===== config.mk =====
export PLATFORM = sky130hd
export DESIGN_NAME = vc_arb_requester
export DESIGN_NICKNAME = d
export VERILOG_FILES = /design/src/rtl/vc_arb_requester_pkg.sv /design/src/rtl/vc_arb_req_fifo.sv /design/src/rtl/vc_arb_requester.sv
export SDC_FILE = /design/constraint.sdc
export NUM_CORES = 1
export LEC_CHECK = 0
export BUFFER_PORTS_ARGS = -buffer_cell sky130_fd_sc_hd__buf_2
export CORE_MARGIN = 4
export CORE_UTILIZATION = 27
export DETAILED_ROUTE_END_ITERATION = 10
export SLEW_MARGIN = 15
export SYNTH_ARGS = -nofsm -noshare
export SYNTH_HDL_FRONTEND = slang
export SYNTH_HIERARCHICAL = 1
export SYNTH_SLANG_ARGS = --single-unit

===== constraint.sdc =====
create_clock -name clk -period 4.2 [get_ports clk]
set_input_delay 0.21 -clock clk [delete_from_list [all_inputs] [get_ports clk]]
set_output_delay 0.21 -clock clk [all_outputs]
set_load 0.01 [all_outputs]

===== src/rtl/vc_arb_requester_pkg.sv =====
// Shared constants and helpers for the arbiter requester endpoint.
package vc_arb_requester_pkg;

  localparam int VC_ARB_MAX_WAIT_DEFAULT = 15;
  localparam int VC_ARB_CNT_NBITS        = 8;

  // Pointer width for a buffer of n entries (n >= 2).
  function automatic int vc_clog2(input int n);
    int w;
    w = 0;
    while ((1 << w) < n) w++;
    return w;
  endfunction

endpackage


===== src/rtl/vc_arb_req_fifo.sv =====
// Small circular buffer holding messages waiting for an arbiter grant.
module vc_arb_req_fifo
  import vc_arb_requester_pkg::*;
#(
  parameter int p_msg_nbits = 32,
  parameter int p_depth     = 4
) (
  input  logic                   clk,
  input  logic                   reset,
  input  logic                   enq_val_i,
  input  logic [p_msg_nbits-1:0] enq_msg_i,
  output logic                   enq_rdy_o,
  input  logic                   deq_i,
  output logic [p_msg_nbits-1:0] head_msg_o,
  output logic                   not_empty_o
);

  localparam int AW    = vc_clog2(p_depth);
  localparam int CNT_W = AW + 1;
  localparam logic [CNT_W-1:0] CntFull = CNT_W'(p_depth);

  logic [p_depth-1:0][p_msg_nbits-1:0] mem_q;
  logic [AW-1:0]    rd_q, rd_d, wr_q, wr_d;
  logic [CNT_W-1:0] cnt_q, cnt_d;
  logic             enq, deq;

  // Held off during reset so nothing is admitted while state is being cleared.
  assign enq_rdy_o   = !reset && (cnt_q != CntFull);
  assign not_empty_o = (cnt_q != '0);
  assign head_msg_o  = mem_q[rd_q];

  assign enq = enq_val_i && enq_rdy_o;
  assign deq = deq_i && not_empty_o;

  always_comb begin
    wr_d  = enq ? wr_q + AW'(1) : wr_q;
    rd_d  = deq ? rd_q + AW'(1) : rd_q;
    cnt_d = cnt_q + CNT_W'(enq) - CNT_W'(deq);
  end

  always_ff @(posedge clk or posedge reset) begin
    if (reset) begin
      rd_q  <= '0;
      wr_q  <= '0;
      cnt_q <= '0;
    end else begin
      rd_q  <= rd_d;
      wr_q  <= wr_d;
      cnt_q <= cnt_d;
    end
  end

  // Storage needs no reset: the count alone decides which entries are live.
  always_ff @(posedge clk) begin
    if (enq) mem_q[wr_q] <= enq_msg_i;
  end

endmodule


===== src/rtl/vc_arb_requester.sv =====
// Requester endpoint: buffers messages, requests an arbiter, launches on grant,
// and tracks how long the head has been waiting.
module vc_arb_requester
  import vc_arb_requester_pkg::*;
#(
  parameter int p_msg_nbits = 32,
  parameter int p_depth     = 4,
  parameter int p_max_wait  = VC_ARB_MAX_WAIT_DEFAULT,
  parameter int p_cnt_nbits = VC_ARB_CNT_NBITS
) (
  input  logic                   clk,
  input  logic                   reset,
  input  logic                   domain,
  input  logic                   enq_val,
  output logic                   enq_rdy,
  input  logic [p_msg_nbits-1:0] enq_msg,
  output logic                   req,
  input  logic                   grant,
  output logic                   out_val,
  output logic [p_msg_nbits-1:0] out_msg,
  output logic [p_cnt_nbits-1:0] wait_count,
  output logic                   starved
);

  logic                   not_empty, deq;
  logic [p_msg_nbits-1:0] head_msg;
  logic                   out_val_q;
  logic [p_msg_nbits-1:0] out_msg_q, out_msg_d;
  logic [p_cnt_nbits-1:0] wait_q, wait_d;
  logic                   starved_q, starved_d;

  // Domain only labels the data; nothing here depends on it.
  logic unused_domain;
  assign unused_domain = domain;

  vc_arb_req_fifo #(
    .p_msg_nbits(p_msg_nbits),
    .p_depth    (p_depth)
  ) u_fifo (
    .clk        (clk),
    .reset      (reset),
    .enq_val_i  (enq_val),
    .enq_msg_i  (enq_msg),
    .enq_rdy_o  (enq_rdy),
    .deq_i      (deq),
    .head_msg_o (head_msg),
    .not_empty_o(not_empty)
  );

  assign req = not_empty;
  assign deq = not_empty && grant;

  always_comb begin
    out_msg_d = deq ? head_msg : out_msg_q;
    wait_d    = wait_q;
    if (!req || deq)      wait_d = '0;
    else if (wait_q != '1) wait_d = wait_q + p_cnt_nbits'(1);
    // Sticky: set on the cycle the count lands on the limit.
    starved_d = starved_q || (wait_d == p_cnt_nbits'(p_max_wait));
  end

  always_ff @(posedge clk or posedge reset) begin
    if (reset) begin
      out_val_q <= 1'b0;
      out_msg_q <= '0;
      wait_q    <= '0;
      starved_q <= 1'b0;
    end else begin
      out_val_q <= deq;
      out_msg_q <= out_msg_d;
      wait_q    <= wait_d;
      starved_q <= starved_d;
    end
  end

  assign out_val    = out_val_q;
  assign out_msg    = out_msg_q;
  assign wait_count = wait_q;
  assign starved    = starved_q;

endmodule

; ---- After elaboration in Yosys (flattened, before gate mapping)
; Index checks and enable logic that the tools add are counted.
[op_classes]
add_sub_neg = 5
n_mul = 0
div_mod_pow = 0
n_lt_le_gt_ge = 3
n_eq_ne = 3
n_shift = 0
n_mux = 7
bitwise_logic = 0
n_reduce_logical = 10
[ops]
columns = operator, n
row1 = 128-bit bitwise mux, 1
row2 = 32-bit binary-select mux with 2-bit select, 1
row3 = 32-bit demux with 2-bit select, 1
row4 = 32-bit two-way mux, 2
row5 = 8-bit two-way mux, 2
row6 = 8-bit by 1-bit adder with 8-bit output (second input constant), 1
row7 = 8-bit by 4-bit == test with 1-bit output (second input constant), 1
row8 = 8-bit != test (second input constant), 1
row9 = 2-bit by 3-bit < comparator with 1-bit output (second input constant), 2
row10 = 1-bit logical AND, 5
row11 = 2-bit by 1-bit adder with 2-bit output (second input constant), 2
row12 = 3-bit by 1-bit adder with 3-bit output, 1
row13 = 3-bit != test (second input constant), 1
row14 = 3-bit nonzero test, 1
row15 = 3-bit by 1-bit subtractor with 3-bit output, 1
row16 = 2-bit by 1-bit >= comparator with 1-bit output (second input constant), 1
row17 = 1-bit logical NOT, 2
row18 = 1-bit logical OR, 2
[word_totals]
ff_bits = 177
latchBits = 0
ramBits = 0
rom_bits = 0
output_inout_bits = 44
elab_cells = 39
n_memories = 0

; ---- Depth between registers and ports, before layout
; Gate-level depths: netlist of run 1.
[logic_depth]
ltp_word = 6
mapped_depth = 11
depth_no_buf = 10

; ---- Hierarchy
; Netlist of run 1, hierarchy kept.
[modules_own_cells]
columns = mod, n_inst, cells_each, area_each_um2, seq_area_each_um2
row1 = vc_arb_req_fifo, 1, 206, 5094.9, 4018.9
row2 = vc_arb_requester, 1, 126, 1717.9, 1051.0

; ---- Least setup slack after synthesis of run 1
; No wires, ideal clock.
[synth_path]
kind = reg2reg
start = register u_fifo.cnt_q[1]
end = register u_fifo.cnt_q[2]
setup_time_ns = 0.123
arrival_time_ns = 2.489
setup_slack_ns = 1.588
path_stages_with_launch = 12
n_path_buf = 1
path_cell_list = dfrtp_1 or3_4 nand2_1 buf_2 inv_1 and2_4 ha_1 inv_1 ha_1 fa_1 xnor2_1 xnor2_1
[synth_rtl]
columns = item, line
row1 = "start, declared", vc_arb_req_fifo.sv:24  ; logic [CNT_W-1:0] cnt_q, cnt_d;
row2 = "start signal, assigned", vc_arb_req_fifo.sv:49  ; cnt_q <= cnt_d;
row3 = 3-bit nonzero test, vc_arb_req_fifo.sv:29  ; assign not_empty_o = (cnt_q != '0);
row4 = net req, vc_arb_requester.sv:17  ; output logic req,
row5 = 1-bit logical AND, vc_arb_requester.sv:51  ; assign deq = not_empty && grant;
row6 = net deq, vc_arb_requester.sv:25  ; logic not_empty, deq;
row7 = 1-bit logical AND, vc_arb_req_fifo.sv:33  ; assign deq = deq_i && not_empty_o;
row8 = net u_fifo.deq, vc_arb_req_fifo.sv:25  ; logic enq, deq;
row9 = 3-bit by 1-bit subtractor with 3-bit output, vc_arb_req_fifo.sv:38  ; cnt_d = cnt_q + CNT_W'(enq) - CNT_W'(deq);
row10 = net u_fifo.cnt_d[2], vc_arb_req_fifo.sv:24
; The timed path passes the listed nets, and every way through them passes these cells.
; A chain may end at the register's enable or synchronous reset.

; ---- Worst setup path after layout of run 1
[layout_path]
start = register u_fifo.cnt_q[1]
end = register u_fifo.cnt_q[2]
[layout_rtl]
columns = item, line
row1 = 3-bit nonzero test, vc_arb_req_fifo.sv:29
row2 = 1-bit logical AND, vc_arb_requester.sv:51
row3 = net deq, vc_arb_requester.sv:25
row4 = 1-bit logical AND, vc_arb_req_fifo.sv:33
row5 = net u_fifo.deq, vc_arb_req_fifo.sv:25
row6 = 3-bit by 1-bit subtractor with 3-bit output, vc_arb_req_fifo.sv:38
row7 = net u_fifo.cnt_d[2], vc_arb_req_fifo.sv:24
; The timed path passes the listed nets, and every way through them passes these cells.

==> results.py, run 1 <==
metrics = {
    "power_and_ir_drop": {
        "p_clk_share_pct": 30.1,
        "power_frac_comb_pct": 22.6,
        "power_switching_w": 0.001504,
        "power.static_leakage_nw": 3.088,
        "worst_ir_drop_vdd_mv": 0.2460,
        "total_power_w": 0.005360,
        "total_power_per_unit_cell_area_mw_per_mm2": 636.0,
        "intPower_w": 0.003856,
        "seq_power_share_pct": 47.3,
        "netSwitchingFraction_pct": 28.06,
    },
    "placement": {
        "hpwlAfterDp_um": 7557,
        "numPortBuffers": 79,
        "numPlacedInstances": 723,
        "place_congestion": 0.7358,
    },
    "sta": {
        "finalSetupViolations": 0,
        "final_hold_viol_count": 0,
        "fin_crit_ps": 2353,
        "timing.final.max_slew_violations": 0,
        "worst-slew-pin-transition_ps": 1026,
        "finalCritPeriodShare_pct": 56.02,
        "timing.fmax_ghz": 0.4250,
        "rsz_0062_raised_after_global_routing": "no",
        "totalNegativeSetupSlack_ps": 0,
        "clock_skew_ps": 10.41,
        "slew_headroom_pct": 31.62,
    },
    "routing": {
        "ant_nets": 0,
        "route.detailed.vias_per_inst": 4.379,
        "detailedRoute.firstIterationViolations": 176,
        "drc": 0,
        "wl_um": 13130,
        "detailroute.via_count": 3442,
        "drt_pre_antenna_iters": 5,
        "route.detailed.wl_per_inst_um": 16.71,
    },
    "global_routing": {
        "grt_pass1_vias": 3779,
        "globalRouteOverflowTotal": 0,
        "wire_length_of_the_first_global_routing_pass_um": 21220,
        "grt.total_usage_pct": 9.922,
        "grt_antenna_before_repair": 0,
        "grt_start_max_net_pins": 43,
    },
    "critical_path": {
        "crit_arrival_ps": 2690,
        "critical_path.startpoint_type": "flop",
        "path_max_fanout": 5,
        "critPathCaptureType": "flop",
        "critPathRequiredTime_ps": 4540,
        "criticalPathCategory": "flop to flop",
    },
    "layout": {
        "mostFrequentLayoutCell": "sky130_fd_sc_hd__edfxtp_1",
        "drive_above_1_share_pct": 40.26,
        "multi_input_comb_area_mm2": 0.001583,
        "filler_cells": 2334,
        "final_util_pct": 34.25,
        "most-common-layout-cells": "128 x sky130_fd_sc_hd__edfxtp_1, 79 x sky130_fd_sc_hd__buf_2, 47 x sky130_fd_sc_hd__dfrtp_1, 33 x sky130_fd_sc_hd__mux2_2, 31 x sky130_fd_sc_hd__dlygate4sd3_1",
        "fin_cells": 786,
        "antenna_cells": 0,
        "regArea_mm2": 0.005072,
        "design.final.nets": 494,
        "flow.area_growth_from_synthesis_pct": 23.69,
    },
    "logic_synthesis": {
        "syn-num-nets": 377,
        "synthXorXnorAreaFrac_pct": 1.028,
        "combinational_family_with_the_most_area_after_synthesis": "multiplexers",
        "synth.cell_area_mm2": 0.006813,
        "yosys.area.top_type": "sky130_fd_sc_hd__edfxtp_1",
        "synth-adder-area-share_pct": 1.579,
        "postSynthRegisterBits": 177,
        "yosys-top-cells-area": "sky130_fd_sc_hd__edfxtp_1 56%, sky130_fd_sc_hd__dfrtp_1 18%, sky130_fd_sc_hd__mux4_2 9.3%",
        "synth-compound-area-share_pct": 0.9734,
        "yosysTopAreaCellShare_pct": 56.42,
        "ys.warnings.count": 6,
        "sequential_to_total_area_share_from_yosys_stat_pct": 74.42,
        "syn_avg_cell_area_um2": 20.52,
        "netlist_instances": 332,
        "synth_mux_area_share_pct": 16.25,
        "synth_simple_gate_area_share_pct": 3.287,
        "unique_masters_post_synth": 36,
    },
    "die": {
        "die_w_um": 166.8,
        "io_pins": 81,
        "core.rowCount": 57,
        "floorplan.initialDensity_pct": 27.69,
        "die_area_mm2": 0.02784,
        "fp.coreArea_mm2": 0.02460,
        "die_h_um": 166.8,
    },
    "clock_network": {
        "clock_tree.htree_level_count": 4,
        "clk-insertion-delay-late_ps": 420,
        "tritoncts.num_buffers": 17,
        "clock_tree_buffer_depth": 2,
        "cts_tree": "yes",
        "cts-resized-gates": 0,
        "ctsRootBufferMaster": "sky130_fd_sc_hd__clkbuf_16",
        "cts-hold-fix-buffers": 31,
        "clock_sinks": 177,
        "post_cts.repair.setup_buffers": 0,
        "clk_pin_slew_ps": 60,
    },
    "worst_hold_path": {
        "hp-class": "input pin to flop",
    },
    "flow_run": {
        "cap_violations": 0,
    },
    "status": {
        "run_status": "finished, final reports clean",
    },
}
## critical path, stage by stage, from the launching register on
cell	delay [ps]
sky130_fd_sc_hd__dfrtp_1	400
sky130_fd_sc_hd__or3_4	420
sky130_fd_sc_hd__nand2_2	80
sky130_fd_sc_hd__inv_1	60
sky130_fd_sc_hd__and2_4	140
sky130_fd_sc_hd__ha_1	270
sky130_fd_sc_hd__inv_1	40
sky130_fd_sc_hd__ha_1	180
sky130_fd_sc_hd__fa_1	380
sky130_fd_sc_hd__xnor2_1	180
sky130_fd_sc_hd__xnor2_1	130
## layer usage
metal,up-vias,global-route usage [%],part of all wire [%]
met5,-,0,0
met4,0,3.700,1.5
met3,14,2.726,4.1
met2,85,16.89,51
met1,1804,12.07,43
li1,1539,-,-
## final cells by class
type	count	share of cell area, %
Tap cell	324	4.811
Clock buffer	20	5.419
Multi-Input combinational cell	130	18.78
Inverter	11	0.5048
Sequential cell	177	60.19
Clock inverter	12	1.737
Timing Repair Buffer	112	8.552
## sequential cells by signal, indices dropped and copies added (netlist names)
signal,flops
u_fifo/rd_q,2
out_val,1
out_msg,32
wait_count,8
u_fifo/cnt_q,3
starved,1
u_fifo/mem_q,128
u_fifo/wr_q,2
## synth_stat cells
cell type                  number
sky130_fd_sc_hd__edfxtp_1     128
sky130_fd_sc_hd__dfrtp_1       49
sky130_fd_sc_hd__mux2_2        33
sky130_fd_sc_hd__mux4_2        28
sky130_fd_sc_hd__inv_1         11
sky130_fd_sc_hd__nor2_1         9
sky130_fd_sc_hd__buf_2          8
sky130_fd_sc_hd__ha_1           7
sky130_fd_sc_hd__xnor2_1        5
sky130_fd_sc_hd__and2_1         4
sky130_fd_sc_hd__mux4_1         4
sky130_fd_sc_hd__nand2_1        4
sky130_fd_sc_hd__nand3_1        4
sky130_fd_sc_hd__o21ai_0        4
sky130_fd_sc_hd__a21oi_1        3
sky130_fd_sc_hd__buf_12         3
sky130_fd_sc_hd__nor3_1         3
sky130_fd_sc_hd__xor2_1         3
sky130_fd_sc_hd__a31oi_1        2
sky130_fd_sc_hd__buf_6          2
sky130_fd_sc_hd__nand2b_1       2
sky130_fd_sc_hd__nand4_1        2
sky130_fd_sc_hd__a21oi_2        1
sky130_fd_sc_hd__a41o_1         1
sky130_fd_sc_hd__and2_4         1
sky130_fd_sc_hd__and3_1         1
sky130_fd_sc_hd__and3_4         1
sky130_fd_sc_hd__and4_1         1
sky130_fd_sc_hd__and4b_1        1
sky130_fd_sc_hd__clkbuf_1       1
sky130_fd_sc_hd__fa_1           1
sky130_fd_sc_hd__nand4b_1       1
sky130_fd_sc_hd__nor3b_2        1
sky130_fd_sc_hd__nor4_1         1
sky130_fd_sc_hd__or3_1          1
sky130_fd_sc_hd__or3_4          1
## final timing paths
| path | start | end | slack [ps] | depth (start not counted) |
|---|---|---|---|---|
| max | u_fifo/cnt_q[1] | u_fifo/cnt_q[2] | 1850 | 10 |
| min | enq_msg[29] | u_fifo/mem_q[125] | 30 | 1 |
| max reg2reg | u_fifo/cnt_q[1] | u_fifo/cnt_q[2] | 1850 | 10 |
| min reg2reg | starved | starved | 470 | 1 |
| max in group asynchronous | reset | out_msg[9] | 3140 | 3 |
| min in group asynchronous | reset | u_fifo/cnt_q[1] | 310 | 3 |
## metrics by stage
step	cell area [µm²]	hold WS (ps)	setup WS, ps
floorplan	6813	13.40	1588
global placement	7512	177.4	1852
detailed placement	7512	190.9	1829
CTS	8426	1.827	1819
global route	8427	9.994	1660
finish	8427	28.75	1847
## logic make-up (layout without fill, tap and decap cells)
| group | count (synthesis) | in the layout |
|---|---|---|
| DFF | 177 | 177 |
| muxes | 65 | 65 |
| buffers and inverters | 25 | 155 |
| adders and majority gates | 8 | 8 |
| AOI/OAI and AO/OA | 11 | 11 |
| xor gates and xnor gates | 8 | 8 |
| and+or+nand+nor | 38 | 38 |
## power by group through the flow
stage / Sequential [W] / Clock [W] / Combinational [W]
after floorplan: 0.00247 / 0 / 0.000948
after detailed placement: 0.00259 / 0 / 0.00122
final: 0.00253 / 0.00161 / 0.00121
after CTS: 0.00256 / 0.00167 / 0.00125
after global placement: 0.00258 / 0 / 0.00119
after global routing: 0.00260 / 0.00175 / 0.00133
Power figures use the tool's default switching activity.
==> run 2, diff against run 1 <==
==> constraint.sdc (replaced) <==
create_clock -name clk -period 1.9 [get_ports clk]
set_input_delay 0.095 -clock clk [delete_from_list [all_inputs] [get_ports clk]]
set_output_delay 0.095 -clock clk [all_outputs]
set_load 0.01 [all_outputs]
==> results.py, run 2 (synthesized netlist as in run 1, its figures left out) <==
metrics = {
    "status": {
        "run_status": "finished, violations left",
        "violations": "setup timing",
    },
    "routing": {
        "ant_nets": 0,
        "detailroute.via_count": 3462,
        "wl_um": 13310,
        "route.detailed.wl_per_inst_um": 16.41,
        "drc": 0,
        "drt_pre_antenna_iters": 4,
        "route.detailed.vias_per_inst": 4.269,
        "detailedRoute.firstIterationViolations": 145,
    },
    "worst_hold_path": {
        "hp-class": "input pin to flop",
        "worstHoldPathCells": 5,
        "timing.hold.worst.start": "grant",
        "min_to": "out_val",
    },
    "critical_path": {
        "crit_arrival_ps": 2520,
        "timing.reg2reg.setup_slack_ps": -320,
        "critPathRequiredTime_ps": 2200,
        "rr_startpoint": "u_fifo/cnt_q[0]",
        "criticalPathCategory": "flop to flop",
        "critical_path.startpoint_type": "flop",
        "reg_to_reg_end": "u_fifo/cnt_q[2]",
        "critPathLaunch": "u_fifo/cnt_q[0]",
        "timing.reg2reg.worst_path_depth": 10,
        "path_max_fanout": 4,
        "critPathCaptureType": "flop",
    },
    "sta": {
        "rsz_0062_raised_after_global_routing": "yes",
        "totalNegativeSetupSlack_ps": -471.2,
        "fin_crit_ps": 2222,
        "worst-slew-pin-transition_ps": 433.6,
        "final_hold_viol_count": 0,
        "finalSetupViolations": 2,
        "final_critical_path_setup_slack_ps": -321.7,
        "finalCritPeriodShare_pct": 116.9,
        "timing.fmax_ghz": 0.4501,
        "timing.final.max_slew_violations": 0,
        "clock_skew_ps": 9.333,
        "slew_headroom_pct": 71.05,
    },
    "power_and_ir_drop": {
        "intPower_w": 0.008548,
        "total_power_per_unit_cell_area_mw_per_mm2": 1392,
        "power_switching_w": 0.003567,
        "p_clk_share_pct": 28.8,
        "power_frac_comb_pct": 27.9,
        "worst_ir_drop_vdd_mv": 0.7362,
        "power.static_leakage_nw": 3.227,
        "netSwitchingFraction_pct": 29.44,
        "seq_power_share_pct": 43.4,
    },
    "die": {
        "die_w_um": 166.8,
        "die_area_mm2": 0.02784,
        "core.rowCount": 57,
        "fp.coreArea_mm2": 0.02460,
        "die_h_um": 166.8,
        "io_pins": 81,
        "floorplan.initialDensity_pct": 27.69,
    },
    "layout": {
        "antenna_cells": 0,
        "max_ffs_per_register": 128,
        "largest-register": "u_fifo/mem_q",
        "drive_above_1_share_pct": 44.56,
        "fin_cells": 811,
        "design.final.nets": 519,
        "mostFrequentLayoutCell": "sky130_fd_sc_hd__edfxtp_1",
        "flow.area_growth_from_synthesis_pct": 27.77,
        "filler_cells": 2328,
        "most-common-layout-cells": "128 x sky130_fd_sc_hd__edfxtp_1, 79 x sky130_fd_sc_hd__buf_2, 46 x sky130_fd_sc_hd__dfrtp_1, 33 x sky130_fd_sc_hd__mux2_2, 33 x sky130_fd_sc_hd__dlygate4sd3_1",
    },
    "placement": {
        "numPortBuffers": 79,
        "dp_slack_ps": -324.7,
        "numPlacedInstances": 743,
        "hpwlAfterDp_um": 8298,
        "place_congestion": 0.7568,
    },
    "clock_network": {
        "tritoncts.num_buffers": 17,
        "cts_tree": "yes",
        "ctsRootBufferMaster": "sky130_fd_sc_hd__clkbuf_16",
        "clock_sinks": 177,
        "clk_pin_slew_ps": 70,
        "clock_tree_buffer_depth": 2,
        "clk-insertion-delay-late_ps": 420,
        "clock_tree.htree_level_count": 4,
    },
    "global_routing": {
        "globalRouteOverflowTotal": 0,
        "grt.total_usage_pct": 9.978,
        "grt_pass1_vias": 3868,
        "grt_antenna_before_repair": 1,
        "grt_start_max_net_pins": 33,
        "wire_length_of_the_first_global_routing_pass_um": 21330,
    },
    "flow_run": {
        "cap_violations": 0,
    },
}
-- run 2: repair_timing --
action | in CTS | in global routing
pin swaps | 4 | 2
endpoints found under the setup margin | 2 | 3
hold endpoints to repair | 148 | 0
gates resized for setup | 3 | 1
setup buffers | 3 | 0
hold buffers | 33 | 0
-- run 2: layout make-up --
cell class | instances | area, µm² | share of cell area [%]
Clock buffer | 17 | 425.4 | 4.887
Clock inverter | 15 | 181.4 | 2.084
Inverter | 11 | 41.29 | 0.4743
Multi-Input combinational cell | 130 | 1623 | 18.64
Sequential cell | 177 | 5074 | 58.29
Tap cell | 324 | 405.4 | 4.657
Timing Repair Buffer | 137 | 954.7 | 10.97
-- run 2: through the flow --
stage / hold WS [ps] / utilization [%] / power [W] / area (µm²)
finish: 118.4 / 35.38 / 0.01211 / 8705
global placement: 83.16 / 31.39 / 0.008585 / 7722
detailed placement: 94.39 / 31.39 / 0.008693 / 7722
global route: 111.9 / 35.38 / 0.01286 / 8705
CTS: 90.88 / 35.37 / 0.01238 / 8703
floorplan: -101.6 / - / 0.007592 / 6844
-- run 2: how the worst max path moves through the flow --
stage | end | slack [ps] | cells past startpoint
after global routing | u_fifo/cnt_q[2] | -370 | 10
after global placement | u_fifo/cnt_q[2] | -260 | 10
final | u_fifo/cnt_q[2] | -320 | 10
after detailed placement | u_fifo/cnt_q[2] | -320 | 10
after floorplan | u_fifo/cnt_q[2] | -470 | 11
after CTS | u_fifo/cnt_q[2] | -340 | 10
-- run 2: power groups by stage --
stage | sequential (W) | clock (W) | combinational, W
5_1_grt | 0.00534 | 0.00378 | 0.00374
2_1_floorplan | 0.00546 | 0 | 0.00213
3_5_place_dp | 0.00534 | 0 | 0.00335
3_3_place_gp | 0.00532 | 0 | 0.00326
6_report | 0.00525 | 0.00349 | 0.00338
4_1_cts | 0.00526 | 0.00362 | 0.00350
-- run 2: critical path, cell delays in order (launching register included) --
cell	delay (ps)
sky130_fd_sc_hd__dfrtp_1	380
sky130_fd_sc_hd__or3_4	420
sky130_fd_sc_hd__nand2_4	70
sky130_fd_sc_hd__inv_2	30
sky130_fd_sc_hd__and2_4	140
sky130_fd_sc_hd__ha_4	260
sky130_fd_sc_hd__inv_2	40
sky130_fd_sc_hd__ha_4	140
sky130_fd_sc_hd__fa_2	350
sky130_fd_sc_hd__xnor2_2	150
sky130_fd_sc_hd__xnor2_1	120
-- run 2: per-layer routing --
layer / part of all wire (%) / global-route usage (%)
met1: 42 / 11.82
met2: 53 / 17.59
met3: 4.3 / 3.034
met4: 0.94 / 2.810
met5: 0.060 / 0
